==> src/rtl/apb_master_arbiter.sv <==
// Round-robin arbiter that lets NUM_REQ requesters share one APB master port.
// Each accepted request becomes one APB transfer (SETUP then ACCESS).
// An ACCESS phase that runs TIMEOUT cycles without pready ends with an error response.
//
// Ports
//   pclk, presetn                  clock and asynchronous active-low reset
//   req_valid/write/addr/wdata     per-requester request; slice i of addr/wdata is [32i+31:32i]
//   req_ready                      combinational accept pulse to the granted requester (IDLE only)
//   rsp_valid/rdata/slverr         registered completion pulse to the owner, with its data and status
//   paddr/pwrite/pwdata/psel/penable  registered APB request signals
//   prdata/pready/pslverr          APB slave response
module apb_master_arbiter #(
  parameter int unsigned NUM_REQ = 2,
  parameter int unsigned TIMEOUT = 16
) (
  input  logic                    pclk,
  input  logic                    presetn,
  input  logic [NUM_REQ-1:0]      req_valid,
  input  logic [NUM_REQ-1:0]      req_write,
  input  logic [32*NUM_REQ-1:0]   req_addr,
  input  logic [32*NUM_REQ-1:0]   req_wdata,
  output logic [NUM_REQ-1:0]      req_ready,
  output logic [NUM_REQ-1:0]      rsp_valid,
  output logic [31:0]             rsp_rdata,
  output logic                    rsp_slverr,
  output logic [31:0]             paddr,
  output logic                    pwrite,
  output logic [31:0]             pwdata,
  output logic [15:0]             psel,
  output logic                    penable,
  input  logic [31:0]             prdata,
  input  logic                    pready,
  input  logic                    pslverr
);

  localparam int unsigned IDX_W = (NUM_REQ > 1) ? $clog2(NUM_REQ) : 1;
  localparam int unsigned CNT_W = 8;
  localparam logic [NUM_REQ-1:0] REQ_ONE = NUM_REQ'(1);

  typedef enum logic [1:0] {IDLE, SETUP, ACCESS} state_t;

  state_t             state_q, state_d;
  logic [IDX_W-1:0]   owner_q, owner_d;   // current owner; doubles as last_grant
  logic [CNT_W-1:0]   wcnt_q, wcnt_d;
  logic [31:0]        paddr_d, pwdata_d, rsp_rdata_d;
  logic               pwrite_d, penable_d, rsp_slverr_d;
  logic [15:0]        psel_d;
  logic [NUM_REQ-1:0] rsp_valid_d;

  logic               gnt_found;
  logic [IDX_W-1:0]   gnt_idx;
  logic [IDX_W-1:0]   cand;
  logic [31:0]        gnt_addr, gnt_wdata;
  logic               gnt_write;

  // Round-robin pick: scan from owner+1, wrapping, first valid request wins.
  always_comb begin
    gnt_found = 1'b0;
    gnt_idx   = '0;
    cand      = '0;
    for (int unsigned k = 1; k <= NUM_REQ; k++) begin
      cand = IDX_W'((32'(owner_q) + k) % NUM_REQ);
      if (!gnt_found && req_valid[cand]) begin
        gnt_found = 1'b1;
        gnt_idx   = cand;
      end
    end
    gnt_addr  = req_addr[32'(gnt_idx)*32 +: 32];
    gnt_wdata = req_wdata[32'(gnt_idx)*32 +: 32];
    gnt_write = req_write[gnt_idx];
  end

  // Next-state and next-output logic; req_ready is the only combinational output.
  always_comb begin
    state_d      = state_q;
    owner_d      = owner_q;
    wcnt_d       = wcnt_q;
    paddr_d      = paddr;
    pwrite_d     = pwrite;
    pwdata_d     = pwdata;
    psel_d       = psel;
    penable_d    = penable;
    rsp_valid_d  = '0;
    rsp_rdata_d  = rsp_rdata;
    rsp_slverr_d = rsp_slverr;
    req_ready    = '0;
    unique case (state_q)
      IDLE: begin
        if (gnt_found) begin
          // Gated by presetn so an asserted reset never shows an accept.
          req_ready = presetn ? (REQ_ONE << gnt_idx) : '0;
          state_d   = SETUP;
          owner_d   = gnt_idx;
          paddr_d   = gnt_addr;
          pwrite_d  = gnt_write;
          pwdata_d  = gnt_wdata;
          psel_d    = 16'h0001 << gnt_addr[31:28];
          penable_d = 1'b0;
        end
      end
      SETUP: begin
        state_d   = ACCESS;
        penable_d = 1'b1;
        wcnt_d    = '0;
      end
      ACCESS: begin
        if (pready) begin
          state_d      = IDLE;
          psel_d       = '0;
          penable_d    = 1'b0;
          rsp_valid_d  = REQ_ONE << owner_q;
          rsp_slverr_d = pslverr;
          rsp_rdata_d  = pwrite ? 32'h0 : prdata;
        end else if (wcnt_q == CNT_W'(TIMEOUT - 1)) begin
          // Slave never answered: abort and report an error with zero data.
          state_d      = IDLE;
          psel_d       = '0;
          penable_d    = 1'b0;
          rsp_valid_d  = REQ_ONE << owner_q;
          rsp_slverr_d = 1'b1;
          rsp_rdata_d  = 32'h0;
        end else begin
          wcnt_d = wcnt_q + CNT_W'(1);
        end
      end
      default: state_d = IDLE;
    endcase
  end

  // State and output registers.
  always_ff @(posedge pclk or negedge presetn) begin
    if (!presetn) begin
      state_q    <= IDLE;
      owner_q    <= IDX_W'(NUM_REQ - 1);
      wcnt_q     <= '0;
      paddr      <= '0;
      pwrite     <= 1'b0;
      pwdata     <= '0;
      psel       <= '0;
      penable    <= 1'b0;
      rsp_valid  <= '0;
      rsp_rdata  <= '0;
      rsp_slverr <= 1'b0;
    end else begin
      state_q    <= state_d;
      owner_q    <= owner_d;
      wcnt_q     <= wcnt_d;
      paddr      <= paddr_d;
      pwrite     <= pwrite_d;
      pwdata     <= pwdata_d;
      psel       <= psel_d;
      penable    <= penable_d;
      rsp_valid  <= rsp_valid_d;
      rsp_rdata  <= rsp_rdata_d;
      rsp_slverr <= rsp_slverr_d;
    end
  end

endmodule

==> config.mk <==
export PLATFORM = sky130hd
export DESIGN_NAME = apb_master_arbiter
export DESIGN_NICKNAME = d
export VERILOG_FILES = /design/src/rtl/apb_master_arbiter.sv
export SDC_FILE = /design/constraint.sdc
export NUM_CORES = 1
export LEC_CHECK = 0
export ABC_AREA = 0
export CORE_MARGIN = 4
export CORE_UTILIZATION = 40
export CTS_BUF_LIST = sky130_fd_sc_hd__clkbuf_16
export CTS_CLUSTER_DIAMETER = 50
export DETAILED_ROUTE_END_ITERATION = 6
export GPL_ROUTABILITY_DRIVEN = 0
export HOLD_SLACK_MARGIN = 0.1
export PLACE_DENSITY = 0.91
export SLEW_MARGIN = 40
export SYNTH_ARGS = -nofsm -noshare
export SYNTH_HDL_FRONTEND = slang
export SYNTH_SLANG_ARGS = --single-unit
export TNS_END_PERCENT = 20
==> constraint.sdc <==
create_clock -name pclk -period 2.2 [get_ports pclk]
set_clock_uncertainty 0.1 [all_clocks]
set_input_delay 0.44 -clock pclk [delete_from_list [all_inputs] [get_ports pclk]]
set_output_delay 0.44 -clock pclk [all_outputs]
set_load 0.03 [all_outputs]
==> reports/results.ini, run 1 <==
[layout]
postLayoutCellArea_sq_um = 9260
instances_no_fill = 1038
drive_gt1_frac = 0.0719
multi_input_area_sq_um = 2140
finish.utilization = 0.691
nFillCells = 959
nNetsFinal = 1018
syn_to_final_growth_pct = 67.6
num_antenna_cells = 0
regArea_sq_um = 3200

[floorplanning]
io_pins = 287
rows = 42
start_util = 0.412
die_x_um = 126
fp.coreArea_sq_um = 13400
die_h_um = 126
die_area_sq_um = 15800

[cts]
cts.clk_slew.worst_paths_ns = 0.06
cts_buffers = 17
cts_sinks = 128
cts_tree = built
clockBufferDepth = 2
htree_levels = 4
clkLatencyLatePin_ns = 0.42
root_buffer = clkbuf_16

[place]
placed_cells = 1004
place_hpwl_um = 14000
dpl_cell_area_sq_um = 8660
portBuffers = 286

[global_routing]
busiest_layer = met2
met3_usage = 0.0947
grt_pass1_vias = 5561
grt_max_degree = 129
overflow = 0
use_met1 = 0.257
met2_usage = 0.397
grt_usage = 0.233
antenna_found_initial = 0
grt_first_pass_wirelength_um = 29000

[routing]
remaining_drc_errors = 0
vias = 5498
drt-wirelength-per-cell_um = 18.2
drtAntennaViolNets = 0
dr.pass1.iters = 5
via_per_inst = 5.30
drt-total-wl_um = 18900
first_iter_violations = 289

[sta]
rsz0062_at_grt = no
hold_viol_final = 0
maxSlewHeadroom = 0.543
slew_viol_final = 0
tightest_slew_ns = 0.685
fin_crit_sh = 0.949
fin_setup_tns_ns = 0
finalSetupViolations = 0
min_period_ns = 2.09
fmax_mhz = 479

[logic_synthesis]
ys_types = 43
synth_compound_area_frac = 0.187
synth_top_area_frac = 0.575
synth_most_common_cell = nand2_1
async_flop_share = 1.00
synthSimpleGateAreaFrac = 0.186
synth-adder-area-share = 0.00227
ys_seq_elements = 128
synth_top_family_by_area = compound AO/OA/AOI/OAI gates
synth_ff_type = dfrtp_1
synth_top_area_cell = dfrtp_1
synth_fp_nets = 732
netlist_area_sq_um = 5520
yosys.area_share.xor_xnor = 0
ys.warnings.count = 0
syn_avg_cell_area_sq_um = 9.81
synthCells = 563
synth_edf_count = 0
seq_area_frac_synth = 0.580
synth_top_cells_by_area = dfrtp_1 58%, nand2_1 9.5%, a31oi_1 7.6%
synth_common_cells = 140 x nand2_1, 127 x dfrtp_1, 69 x nor2_1, 67 x a31oi_1, 36 x a22o_1
synth_mux_area_frac = 0.00906

[power]
power_density_nw_per_um2 = 1440
power_leakage_nw = 3.98
ir_drop_mv = 0.919

[worst_setup_path]
regToRegStartpoint = wcnt_q[5]$_DFFE_PN0P_
cp-start-kind = flop
critPathArrivalTime_ns = 1.55
r2r_slack_ns = 0.16
criticalPathCategory = flop to primary output
crit_fanout = 6
r2r_end = rsp_rdata[17]$_DFFE_PN0P_
end_kind = primary output
ff2ff_path_depth = 4
required_ns = 1.66

[worst_hold_path]
whs_path_depth = 3
worst_hold_startpoint = req_valid[1]
holdPathEnd = owner_q$_DFFE_PN1P_
min_path_type = primary input to flop

[run_status]
outcome = completed

[flow_run]
maxCapViolCount = 0

==> layout make-up <==
class                   count  area share
multi-input cells         394       0.231
well taps                 176      0.0238
flip-flops and latches    128       0.346
clock inverters            15      0.0169
clock buffers              17      0.0459
inverters                   1    0.000405
repair buffers            307       0.336
==> worst max path at each step <==
stage	from	endpoint	slack, ns
2_1_floorplan	owner_q$_DFFE_PN1P_	req_ready[0]	0.004
3_3_place_gp	req_valid[1]	psel[3]$_DFFE_PN0P_	0.06
3_5_place_dp	req_valid[0]	pwdata[16]$_DFFE_PN0P_	-0.11
4_1_cts	pwrite$_DFFE_PN0P_	pwrite	0.05
5_1_grt	owner_q$_DFFE_PN1P_	req_ready[0]	0.03
6_report	owner_q$_DFFE_PN1P_	req_ready[0]	0.11
==> per-stage QoR <==
stage / hold slack (ns) / setup WS, ns / total power [mW]
after floorplan: 0.0444 / 0.00392 / 7.57
after global placement: 0.363 / 0.0575 / 10.4
after detailed placement: 0.373 / -0.114 / 10.6
after CTS: 0.337 / 0.0482 / 13.4
after global routing: 0.264 / 0.0299 / 13.9
final: 0.279 / 0.113 / 13.3
==> cells by family (layout without fill, tap and decap cells) <==
family | Yosys count | after routing
adder cells (fa/ha/maj) | 1 | 1
flip-flops | 128 | 128
AND/OR/NAND/NOR | 247 | 247
multiplexers | 5 | 5
buffers and inverters | 41 | 340
AO/OA/AOI/OAI | 141 | 141
==> repair_timing <==
action	4_1_cts	5_1_grt
hold buffers	1	0
hold endpoints to repair	72	0
pin swaps	0	1
buffers inserted	0	1
gates resized for setup	1	2
endpoints found under the setup margin	1	2
==> layout by cell type (no fill, tap or decap), drive strengths merged, types with 2 or more instances in the layout <==
cell type,count
a21oi,2
bufinv,3
nand3,8
or3,3
buf,23
and3,8
o21a,3
nor3b,4
clkinvlp,2
clkinv,5
nor4,2
nor3,3
clkbuf,17
o31ai,2
dlymetal6s2s,2
a31oi,67
clkdlybuf4s50,280
inv,6
o21bai,2
o21ai,9
nand2b,4
dfrtp,127
nand2,141
nor2,69
mux2i,5
a22o,36
o2bb2ai,12
==> state kept, by name, summed over array words and instances (netlist names) <==
register,count
state_q,2
psel,16
wcnt_q,8
penable,1
pwrite,1
rsp_slverr,1
rsp_rdata,32
pwdata,32
owner_q,1
rsp_valid,2
paddr,32
==> power breakdown <==
| part | internal [mW] | switching, mW |
|---|---|---|
| clock network | 1.75 | 1.00 |
| registers | 3.34 | 0.645 |
| logic | 2.77 | 3.77 |
==> per-layer routing <==
layer,share of wire,vias to the layer above,routed length (um)
li1,-,2555,-
met1,0.37,2630,7050
met2,0.49,266,9260
met3,0.10,47,1930
met4,0.032,0,607
met5,0,-,0
==> worst max-delay path, cell delays in order, from the launching register on <==
cell,delay [ns]
dfstp_2,0.60
a21bo_2,0.20
and3_1,0.16
buf_4,0.17
No activity file was read; power rests on OpenSTA's default activity.
==> run 2: changes to the inputs <==
--- a/config.mk
+++ b/config.mk
@@ -12,7 +12,7 @@
 export CTS_CLUSTER_DIAMETER = 50
 export DETAILED_ROUTE_END_ITERATION = 6
 export GPL_ROUTABILITY_DRIVEN = 0
-export HOLD_SLACK_MARGIN = 0.1
+export HOLD_SLACK_MARGIN = 0.03
 export PLACE_DENSITY = 0.91
 export SLEW_MARGIN = 40
 export SYNTH_ARGS = -nofsm -noshare
==> reports/results.ini, run 2 (same netlist as run 1, synthesis figures left out) <==
[floorplanning]
io_pins = 287  ; unchanged
start_util = 0.412  ; unchanged
die_h_um = 126  ; unchanged
die_area_sq_um = 15800  ; unchanged
fp.coreArea_sq_um = 13400  ; unchanged
rows = 42  ; unchanged
die_x_um = 126  ; unchanged

[layout]
final_common_cell = clkdlybuf4s50_1
multi_input_area_sq_um = 2140  ; unchanged
syn_to_final_growth_pct = 67.5
reg_top3 = paddr x32, pwdata x32, rsp_rdata x32
num_antenna_cells = 0  ; unchanged
regArea_sq_um = 3200  ; unchanged
nFillCells = 960  ; +0.10%
finish.utilization = 0.690  ; -0.000747
final_cell_mix = 280 x clkdlybuf4s50_1, 140 x nand2_1, 127 x dfrtp_1
nNetsFinal = 1017  ; -0.098%
drive_gt1_frac = 0.0720  ; +0.0000835
instances_no_fill = 1037  ; -0.096%

[sta]
maxSlewHeadroom = 0.536  ; -0.00716
hold_viol_final = 0  ; unchanged
min_period_ns = 2.09  ; +0.0000690 ns
fin_crit_sh = 0.949  ; about the same
tightest_slew_ns = 0.696  ; +0.0107 ns
slew_viol_final = 0  ; unchanged
finalSetupViolations = 0  ; unchanged
rsz0062_at_grt = no
fmax_mhz = 479  ; about the same
whs_ns = 0.0232  ; -0.256 ns

[place]
portBuffers = 286  ; unchanged
place_hpwl_um = 14000  ; unchanged
placed_cells = 1004  ; unchanged

[routing]
first_iter_violations = 304  ; +5.2%
vias = 5505  ; +0.13%
drt-wirelength-per-cell_um = 18.2  ; +0.36%
via_per_inst = 5.31  ; +0.22%
remaining_drc_errors = 0  ; unchanged
dr.pass1.iters = 5  ; unchanged
drtAntennaViolNets = 0  ; unchanged
drt-total-wl_um = 18900  ; +0.27%

[flow_run]
maxCapViolCount = 0  ; unchanged

[global_routing]
overflow = 0  ; unchanged
antenna_found_initial = 0  ; unchanged
grt_usage = 0.233  ; unchanged
grt_first_pass_wirelength_um = 29000  ; about the same
grt_pass1_vias = 5555  ; -0.11%
grt_max_degree = 129  ; unchanged

[power]
ir_drop_mv = 0.917  ; -0.14%
power_leakage_nw = 3.97  ; -0.11%
power_density_nw_per_um2 = 1440  ; about the same

[worst_setup_path]
critPathArrivalTime_ns = 1.55  ; about the same
crit_fanout = 6  ; unchanged
criticalPathCategory = flop to primary output
required_ns = 1.66  ; about the same
end_kind = primary output
cp-start-kind = flop

[cts]
clockBufferDepth = 2  ; unchanged
cts_tree = built
ctsHoldBuffers = 0  ; -1
htree_levels = 4  ; unchanged
cts.clk_slew.worst_paths_ns = 0.06  ; about the same
cts_buffers = 17  ; unchanged
root_buffer = clkbuf_16
clkLatencyLatePin_ns = 0.42  ; about the same
cts_sinks = 128  ; unchanged

[run_status]
outcome = completed

[worst_hold_path]
min_path_type = primary input to async pin

[run 2: report_power, final]
group | leakage, nW | total (mW) | internal (mW) | switching [mW]
Clock | 0.299 | 2.76 | 1.75 | 1.00
Sequential | 1.57 | 3.99 | 3.34 | 0.649
Combinational | 2.11 | 6.54 | 2.77 | 3.77
[run 2: final cells by class]
type | count | share of cell area
multi-input combinational | 394 | 0.232
timing repair buffer | 306 | 0.335
clock buffer | 17 | 0.0460
sequential | 128 | 0.346
tap | 176 | 0.0238
inverter | 1 | 0.000406
clock inverter | 15 | 0.0169
[run 2: critical path, cell delays in order, from the launching register on]
cell and delay [ns]:
dfstp_2 0.60, a21bo_2 0.20, and3_1 0.16, buf_4 0.17
[run 2: per-layer routing]
metal,share of wire,routed length (um),GRT usage,vias to the layer above
met5,0,0,0,-
met4,0.033,618,0.101,0
met3,0.10,1930,0.0942,42
met2,0.49,9240,0.397,279
met1,0.38,7110,0.257,2632
li1,-,-,-,2552
[run 2: per-stage QoR]
step                total power [mW]  TNS, ns  setup slack (ns)  area [sq um]
finish                          13.3        0             0.113          9250
global placement                10.4        0            0.0575          8660
floorplan                       7.57        0           0.00392          5520
detailed placement              10.6   -0.915            -0.114          8660
global route                    13.9        0            0.0299          9250
CTS                             13.4        0            0.0482          9240
[run 2: final timing paths]
kind                                                  end                   from  slack, ns  depth (start not counted)
worst max register to register   rsp_rdata[5]$_DFFE_PN0P_  wcnt_q[5]$_DFFE_PN0P_       0.16                          4
max in group asynchronous            paddr[1]$_DFFE_PN0P_                presetn       1.43                          2
worst max-delay path                         req_ready[0]    owner_q$_DFFE_PN1P_       0.11                          3
min in group pclk                     owner_q$_DFFE_PN1P_           req_valid[1]       0.29                          3
worst min register to register        psel[4]$_DFFE_PN0P_    psel[4]$_DFFE_PN0P_       0.39                          1
worst min-delay path            rsp_rdata[17]$_DFFE_PN0P_                presetn       0.02                          2
[run 2: repair_timing]
action	CTS	global route
pin swaps	0	1
hold endpoints to repair	0	0
gates cloned	0	0
gates resized for setup	1	2
buffers inserted	0	1
endpoints found under the setup margin	1	2
